### config.mk
export PLATFORM = sky130hd
export DESIGN_NAME = sort4_seq_ctrl_flat
export DESIGN_NICKNAME = d
export VERILOG_FILES = /design/src/rtl/sort4_seq_ctrl_if.sv /design/src/rtl/sort4_seq_ctrl.sv /design/src/flat_wrapper.sv
export SDC_FILE = /design/constraint.sdc
export NUM_CORES = 1
export LEC_CHECK = 0
export ABC_CLOCK_PERIOD_IN_PS = 7950
export CAP_MARGIN = 15
export CORE_MARGIN = 2
export CORE_UTILIZATION = 40
export DETAILED_ROUTE_END_ITERATION = 8
export PLACE_DENSITY_LB_ADDON = 0.1
export SLEW_MARGIN = 20
export SYNTH_ARGS = -nofsm -noshare
export SYNTH_HDL_FRONTEND = slang
export SYNTH_SLANG_ARGS = --single-unit
### constraint.sdc
create_clock -name clk -period 7.95 [get_ports clk]
set_input_delay 1.59 -clock clk [delete_from_list [all_inputs] [get_ports clk]]
set_output_delay 1.59 -clock clk [all_outputs]
set_load 0.1 [all_outputs]
### src/rtl/sort4_seq_ctrl_if.sv
// Handshake and result bundle for the sequential four-entry sorter.
// The master drives start/operands; the slave (sorter) returns busy/done/results.
interface sort4_seq_ctrl_if #(
  parameter int WIDTH = 8
);
  logic             start;
  logic [WIDTH-1:0] a, b, c, d;
  logic             busy;
  logic             done;
  logic [WIDTH-1:0] ra, rb, rc, rd;
  logic [2:0]       swaps;

  modport master (
    output start, a, b, c, d,
    input  busy, done, ra, rb, rc, rd, swaps
  );

  modport slave (
    input  start, a, b, c, d,
    output busy, done, ra, rb, rc, rd, swaps
  );
endinterface

### src/rtl/sort4_seq_ctrl.sv
// Four-entry bubble sorter sharing one compare-swap unit over a fixed
// six-cycle schedule; results and swap count publish with a done pulse.
module sort4_seq_ctrl #(
  parameter int WIDTH   = 8,
  parameter bit DESCEND = 1'b0
) (
  input logic             clk,
  input logic             reset,
  sort4_seq_ctrl_if.slave bus
);
  typedef enum logic {IDLE, SORT} state_t;

  state_t                state, state_nx;
  logic [3:0][WIDTH-1:0] data, data_sw, res;
  logic [1:0]            i, j, j1;
  logic [2:0]            cnt, cnt_nx, swaps;
  logic                  busy, done, sw, last;

  // Single comparator on the adjacent pair selected by j.
  always_comb begin
    j1      = j + 2'd1;
    sw      = DESCEND ? (data[j] < data[j1]) : (data[j] > data[j1]);
    data_sw = data;
    if (sw) begin
      data_sw[j]  = data[j1];
      data_sw[j1] = data[j];
    end
    cnt_nx   = cnt + {2'b00, sw};
    last     = (i == 2'd2);
    state_nx = state;
    case (state)
      IDLE:    if (bus.start) state_nx = SORT;
      SORT:    if (last) state_nx = IDLE;
      default: state_nx = IDLE;
    endcase
  end

  always_ff @(posedge clk or posedge reset) begin
    if (reset) state <= IDLE;
    else       state <= state_nx;
  end

  always_ff @(posedge clk or posedge reset) begin
    if (reset) begin
      data  <= '0;
      res   <= '0;
      i     <= '0;
      j     <= '0;
      cnt   <= '0;
      swaps <= '0;
      busy  <= 1'b0;
      done  <= 1'b0;
    end else begin
      done <= 1'b0;
      case (state)
        IDLE: if (bus.start) begin
          data[0] <= bus.a;
          data[1] <= bus.b;
          data[2] <= bus.c;
          data[3] <= bus.d;
          i       <= '0;
          j       <= '0;
          cnt     <= '0;
          busy    <= 1'b1;
        end
        SORT: begin
          data <= data_sw;
          cnt  <= cnt_nx;
          // Pass i ends at j == 2-i, giving (0,0..2),(1,0..1),(2,0).
          if (j == 2'd2 - i) begin
            j <= '0;
            i <= i + 2'd1;
          end else begin
            j <= j1;
          end
          if (last) begin
            res   <= data_sw;
            swaps <= cnt_nx;
            done  <= 1'b1;
            busy  <= 1'b0;
          end
        end
        default: ;
      endcase
    end
  end

  assign bus.busy  = busy;
  assign bus.done  = done;
  assign bus.ra    = res[0];
  assign bus.rb    = res[1];
  assign bus.rc    = res[2];
  assign bus.rd    = res[3];
  assign bus.swaps = swaps;
endmodule
### src/flat_wrapper.sv
// flat-port wrapper written by rule: the top's interface ports become plain ports
module sort4_seq_ctrl_flat 
#(
  parameter int WIDTH   = 8,
  parameter bit DESCEND = 1'b0
)
  (clk, reset, bus_start, bus_a, bus_b, bus_c, bus_d, bus_busy, bus_done, bus_ra, bus_rb, bus_rc, bus_rd, bus_swaps);
  sort4_seq_ctrl_if #(.WIDTH(WIDTH)) bus_i ();
  input logic clk;
  input logic reset;
  input wire logic [$bits(bus_i.start)-1:0] bus_start;
  input wire logic [$bits(bus_i.a)-1:0] bus_a;
  input wire logic [$bits(bus_i.b)-1:0] bus_b;
  input wire logic [$bits(bus_i.c)-1:0] bus_c;
  input wire logic [$bits(bus_i.d)-1:0] bus_d;
  output wire logic [$bits(bus_i.busy)-1:0] bus_busy;
  output wire logic [$bits(bus_i.done)-1:0] bus_done;
  output wire logic [$bits(bus_i.ra)-1:0] bus_ra;
  output wire logic [$bits(bus_i.rb)-1:0] bus_rb;
  output wire logic [$bits(bus_i.rc)-1:0] bus_rc;
  output wire logic [$bits(bus_i.rd)-1:0] bus_rd;
  output wire logic [$bits(bus_i.swaps)-1:0] bus_swaps;
  assign bus_i.start = bus_start;
  assign bus_i.a = bus_a;
  assign bus_i.b = bus_b;
  assign bus_i.c = bus_c;
  assign bus_i.d = bus_d;
  assign bus_busy = bus_i.busy;
  assign bus_done = bus_i.done;
  assign bus_ra = bus_i.ra;
  assign bus_rb = bus_i.rb;
  assign bus_rc = bus_i.rc;
  assign bus_rd = bus_i.rd;
  assign bus_swaps = bus_i.swaps;
  sort4_seq_ctrl #(.WIDTH(WIDTH), .DESCEND(DESCEND)) u_core (.clk(clk), .reset(reset), .bus(bus_i));
endmodule
==> impl_metrics.py, run 1 <==
metrics = {
    "die": {
        "core_um2": 11900,
        "pin_count": 72,
        "die_y_um": 114,
        "start_util": 0.407,
        "die_area_um2": 13000,
        "die_w_um": 114,
        "rows": 40,
    },
    "grt": {
        "antenna_found_initial": 0,
        "grt-ovfl-total": 0,
        "grt_pass1_vias": 4249,
        "grt_pass1_wl_um": 23900,
        "grt.total_usage": 0.241,
        "grt_max_degree": 78,
    },
    "routing": {
        "detail_route.wl_per_cell_um": 21.3,
        "vias_per_cell": 6.13,
        "drt_iter0_markers": 396,
        "postRouteAntennaNets": 0,
        "totalWireLength_um": 14800,
        "drc_errors": 0,
        "dr.pass1.iters": 4,
        "via_count": 4278,
    },
    "worst_setup_path": {
        "slowest_stage": "nor3_1",
        "required_ns": 8.13,
        "critical_path.max_stage_delay_ns": 0.91,
        "crit_chain": "inv_2, ha_1, mux4_2, ha_1, nand4_2, nor2_1, nor3_1, nor3_1, a221oi_1",
        "critical_path.max_fanout": 17,
        "worstSetupPathType": "register to register",
        "worst_setup_path_end_kind": "register",
        "arrival_ns": 5.30,
        "ff2ff_path_depth": 9,
        "worst_setup_path_start_kind": "register",
    },
    "timing": {
        "min_period_ns": 5.11,
        "rsz0062_at_grt": "false",
        "worstMarginPinSlew_ns": 1.09,
        "finalClockSkew_ns": 0.00620,
        "slew_viol_final": 0,
        "max-slew-margin-rel": 0.265,
        "setup_tns_ns": 0,
        "hold_viol": 0,
        "worst_slack_ns": 2.84,
        "fmax_ghz": 0.196,
        "setup_viol": 0,
        "fin_crit_sh": 0.643,
    },
    "yosys": {
        "async_flop_share": 1.00,
        "mappedNetlistArea_um2": 4850,
        "synth_ff_type": "dfrtp_1",
        "synth-edff-count": 0,
        "ys_types": 43,
        "synth.largest_area_cell": "dfrtp_1",
        "synth_area_leaders": "dfrtp_1, a221oi_1, mux4_2, o211a_1, ha_1",
        "yosysMostFrequentCell": "dfrtp_1",
        "ys_warn_count": 0,
        "synth_area_per_cell_um2": 9.90,
        "synthCells": 490,
        "yosysSeqAreaShare": 0.397,
        "synth_nets": 544,
        "ys_seq_elements": 77,
        "synth_top_area_share": 0.397,
        "ys_top_cells_by_count": "dfrtp_1, a221oi_1, inv_1",
    },
    "cts": {
        "cts_buffers": 9,
        "h-tree-depth": 3,
        "clk-insertion-delay-late_ns": 0.36,
        "root_buffer": "clkbuf_16",
        "path_clk_slew_ns": 0.06,
        "cts_setup_buffers": 0,
        "cts_sinks": 77,
        "post_cts_resized": 0,
        "ctsHoldBuffers": 0,
        "cts_tree": "yes",
        "max-clock-path-buffers": 2,
    },
    "outcome": {
        "status": "finished, final reports clean",
    },
    "finish": {
        "fillers": 1150,
        "layout.nets": 601,
        "diodes": 0,
        "area_growth_pct": 23.9,
        "layout-drive-gt1-share": 0.0962,
        "fin_util": 0.504,
    },
    "hold_path": {
        "hold_class": "register to register",
        "hold_depth": 2,
    },
    "place": {
        "place_congestion": 0.982,
        "pre_cts_ws_ns": 2.88,
        "dpl.hpwl_um": 10300,
        "portBuffers": 71,
    },
    "job": {
        "maxCapViolCount": 0,
    },
}
state kept, by name, indices dropped and copies added (netlist names):
name and cells:
u_core.bus.done 1, u_core.j 2, u_core.bus.rc 8, u_core.state 1
u_core.bus.ra 8, u_core.data 32, u_core.bus.rb 8, u_core.bus.rd 8
u_core.bus.busy 1, u_core.cnt 3, u_core.bus.swaps 3, u_core.i 2
routing by layer:
metal	global-route usage	vias to the layer above	routed length [um]
met5	0	-	0
met4	0.0911	0	424
met3	0.0625	29	887
met2	0.381	151	7080
met1	0.319	2119	6450
li1	-	1979	-
stage by stage:
stage	hold WS (ns)	instance area (um^2)	cells
floorplan	0.470	4850	490
global placement	0.465	5660	683
detailed placement	0.471	5660	683
CTS	0.486	6000	698
global route	0.527	6010	698
finish	0.484	6010	698
logic make-up after synthesis:
kind of cell / after synthesis / synth area share
flip-flops: 77 / 0.397
multiplexers: 17 / 0.0782
buffers and inverters: 83 / 0.0681
AO/OA/AOI/OAI: 168 / 0.289
AND/OR/NAND/NOR: 123 / 0.113
XOR/XNOR: 3 / 0.00542
adder cells (fa/ha/maj): 19 / 0.0490
placed cells by master (no fill, tap or decap), types with 5 or more instances in the layout:
cell	count
a211oi_1	15
a21oi_1	9
a221oi_1	54
a22o_1	24
a22o_2	6
a31oi_1	6
buf_4	6
clkbuf_16	9
clkdlybuf4s50_1	70
dfrtp_1	77
ha_1	19
inv_1	48
mux4_2	14
nand2_1	40
nand3_1	6
nor2_1	47
nor2b_1	9
nor3_1	11
nor3b_1	5
o211a_1	27
o21ai_0	12
final cells by class:
| cell class | count | area, um^2 | area share |
|---|---|---|---|
| flip-flops and latches | 77 | 1930 | 0.321 |
| multi-input cells | 330 | 2590 | 0.431 |
| repair buffers | 78 | 762 | 0.127 |
| clock buffers | 11 | 253 | 0.0421 |
| inverters | 51 | 195 | 0.0325 |
| well taps | 147 | 184 | 0.0306 |
| clock inverters | 4 | 95.1 | 0.0158 |
path summary, 6_finish.rpt:
check,start,end,slack (ns)
worst max register to register,u_core.j[0],u_core.bus.rc[2],2.84
worst max-delay path,u_core.j[0],u_core.bus.rc[2],2.84
worst min register to register,u_core.bus.swaps[0],u_core.bus.swaps[0],0.48
worst min-delay path,u_core.bus.swaps[0],u_core.bus.swaps[0],0.48
max in group asynchronous,reset,u_core.data[23],5.67
min in group asynchronous,reset,u_core.data[4],1.74
critical path: cells and delay by family, from the launching register on:
family | cells | cell delay [ns]
mux | 1 | 0.65
compound gates | 1 | 0.25
flops | 1 | 0.70
buf+inv | 1 | 0.32
simple gates | 4 | 1.93
fa+ha+maj | 2 | 1.09
Power of run 1 is left out: the tool's default activity adds up to more than one toggle a clock period on the data nets, which glitch-free logic cannot reach.
==> run 2, diff against run 1 <==
Settings changed: ABC_CLOCK_PERIOD_IN_PS 7950 to 4900.
Clock period 7.95 ns to 4.9 ns, I/O delays scaled along.
==> run 2 against run 1 <==
Non-clock buffer count grew 12. Maximum frequency grew 20%. Setup slack lost 2.2 ns. First-iteration DRC count shrank 7.8%. Wire length grew 3.1%. Final cell count grew 1.9%. Flip-flop and latch count is the same. Count of clock-buffer cells in the layout grew 1. Die area is the same. Largest cell class unchanged.
==> impl_metrics.py, run 2 (synthesis results as in run 1) <==
metrics = {
    "routing": {
        "topRoutingLayerUsed": "met4",
        "detail_route.wl_per_cell_um": 21.5,
        "totalWireLength_um": 15300,
        "met3_length_um": 852,
        "postRouteAntennaNets": 0,
        "drt_iter0_markers": 365,
        "dr.pass1.iters": 5,
        "drc_errors": 0,
        "wl_met1_um": 6480,
        "via_count": 4417,
        "vias_per_cell": 6.21,
        "met2_length_um": 7580,
    },
    "finish": {
        "layout-drive-gt1-share": 0.115,
        "mostFrequentLayoutCell": "dfrtp_1",
        "layout.nets": 613,
        "multiInputGateArea_um2": 2590,
        "diodes": 0,
        "seq_area_um2": 1930,
        "final_cell_mix": "dfrtp_1, clkdlybuf4s50_1, a221oi_1",
        "top_register": "u_core.data",
        "fillers": 1146,
        "area_growth_pct": 25.2,
        "largest_reg_flops": 32,
    },
    "die": {
        "start_util": 0.407,
        "die_area_um2": 13000,
        "die_w_um": 114,
        "core_um2": 11900,
        "pin_count": 72,
        "rows": 40,
        "die_y_um": 114,
    },
    "timing": {
        "finalClockSkew_ns": 0.00822,
        "fin_crit_sh": 0.867,
        "max-slew-margin-rel": 0.309,
        "rsz0062_at_grt": "false",
        "hold_viol": 0,
        "fmax_ghz": 0.235,
        "min_period_ns": 4.25,
        "slew_viol_final": 0,
        "setup_viol": 0,
        "worstMarginPinSlew_ns": 1.03,
        "setup_tns_ns": 0,
    },
    "hold_path": {
        "hold_class": "register to register",
    },
    "worst_setup_path": {
        "worst_setup_path_start_kind": "register",
        "arrival_ns": 4.44,
        "required_ns": 5.09,
        "worst_setup_path_end_kind": "register",
        "worstSetupPathType": "register to register",
        "critical_path.max_fanout": 12,
    },
    "cts": {
        "h-tree-depth": 3,
        "cts_sinks": 77,
        "clk-insertion-delay-late_ns": 0.36,
        "ctsHoldBuffers": 0,
        "max-clock-path-buffers": 2,
        "post_cts_resized": 0,
        "cts_setup_buffers": 0,
        "cts_tree": "yes",
        "root_buffer": "clkbuf_16",
        "cts_buffers": 9,
        "path_clk_slew_ns": 0.06,
    },
    "place": {
        "place_congestion": 0.927,
        "dpl.hpwl_um": 10900,
        "portBuffers": 71,
    },
    "grt": {
        "grt.total_usage": 0.247,
        "grt-ovfl-total": 0,
        "grt_pass1_wl_um": 24400,
        "antenna_found_initial": 0,
        "grt_pass1_vias": 4504,
        "grt_max_degree": 40,
    },
    "job": {
        "maxCapViolCount": 0,
    },
    "outcome": {
        "status": "finished, final reports clean",
    },
}
==> run 2: worst paths after layout <==
path	slack [ns]	end	from	depth (start not counted)
worst min register to register	0.47	u_core.bus.swaps[0]	u_core.bus.swaps[0]	2
min in group asynchronous	1.02	u_core.data[20]	reset	2
max in group asynchronous	2.87	u_core.bus.ra[2]	reset	3
worst max register to register	0.65	u_core.bus.rc[4]	u_core.j[1]	11
worst max-delay path	0.65	u_core.bus.rc[4]	u_core.j[1]	11
worst min-delay path	0.47	u_core.bus.swaps[0]	u_core.bus.swaps[0]	2
==> run 2: cell type report <==
cell class              instances  share of cell area
flip-flops and latches         77               0.317
multi-input cells             330               0.427
well taps                     147              0.0303
clock inverters                 4              0.0115
inverters                      51              0.0321
clock buffers                  12              0.0422
repair buffers                 90               0.140
==> run 2: per-stage QoR <==
stage          setup slack, ns  cells  utilization  hold slack (ns)  area [um^2]
6_report                 0.652    711        0.510            0.474         6070
5_1_grt                  0.323    711        0.510            0.499         6070
4_1_cts                  0.624    711        0.510            0.481         6070
3_5_place_dp             0.661    695        0.482            0.467         5750
3_3_place_gp             0.801    695        0.482            0.464         5750
2_1_floorplan            0.802    490            -            0.470         4850
==> run 2: critical path, cell delays in order (launching register included) <==
cell	delay, ns
dfrtp_1	0.32
buf_4	0.18
inv_4	0.11
ha_1	0.55
mux4_2	0.62
ha_1	0.35
nand4_2	0.21
nor2_1	0.41
buf_4	0.22
nor3_1	0.07
nor3_1	0.80
a221oi_1	0.24
==> run 2: per-layer routing <==
layer | global-route usage | vias up
li1 | - | 2006
met1 | 0.321 | 2224
met2 | 0.405 | 160
met3 | 0.0487 | 27
met4 | 0.106 | 0
met5 | 0 | -
Power of run 2 is left out for the same reason.
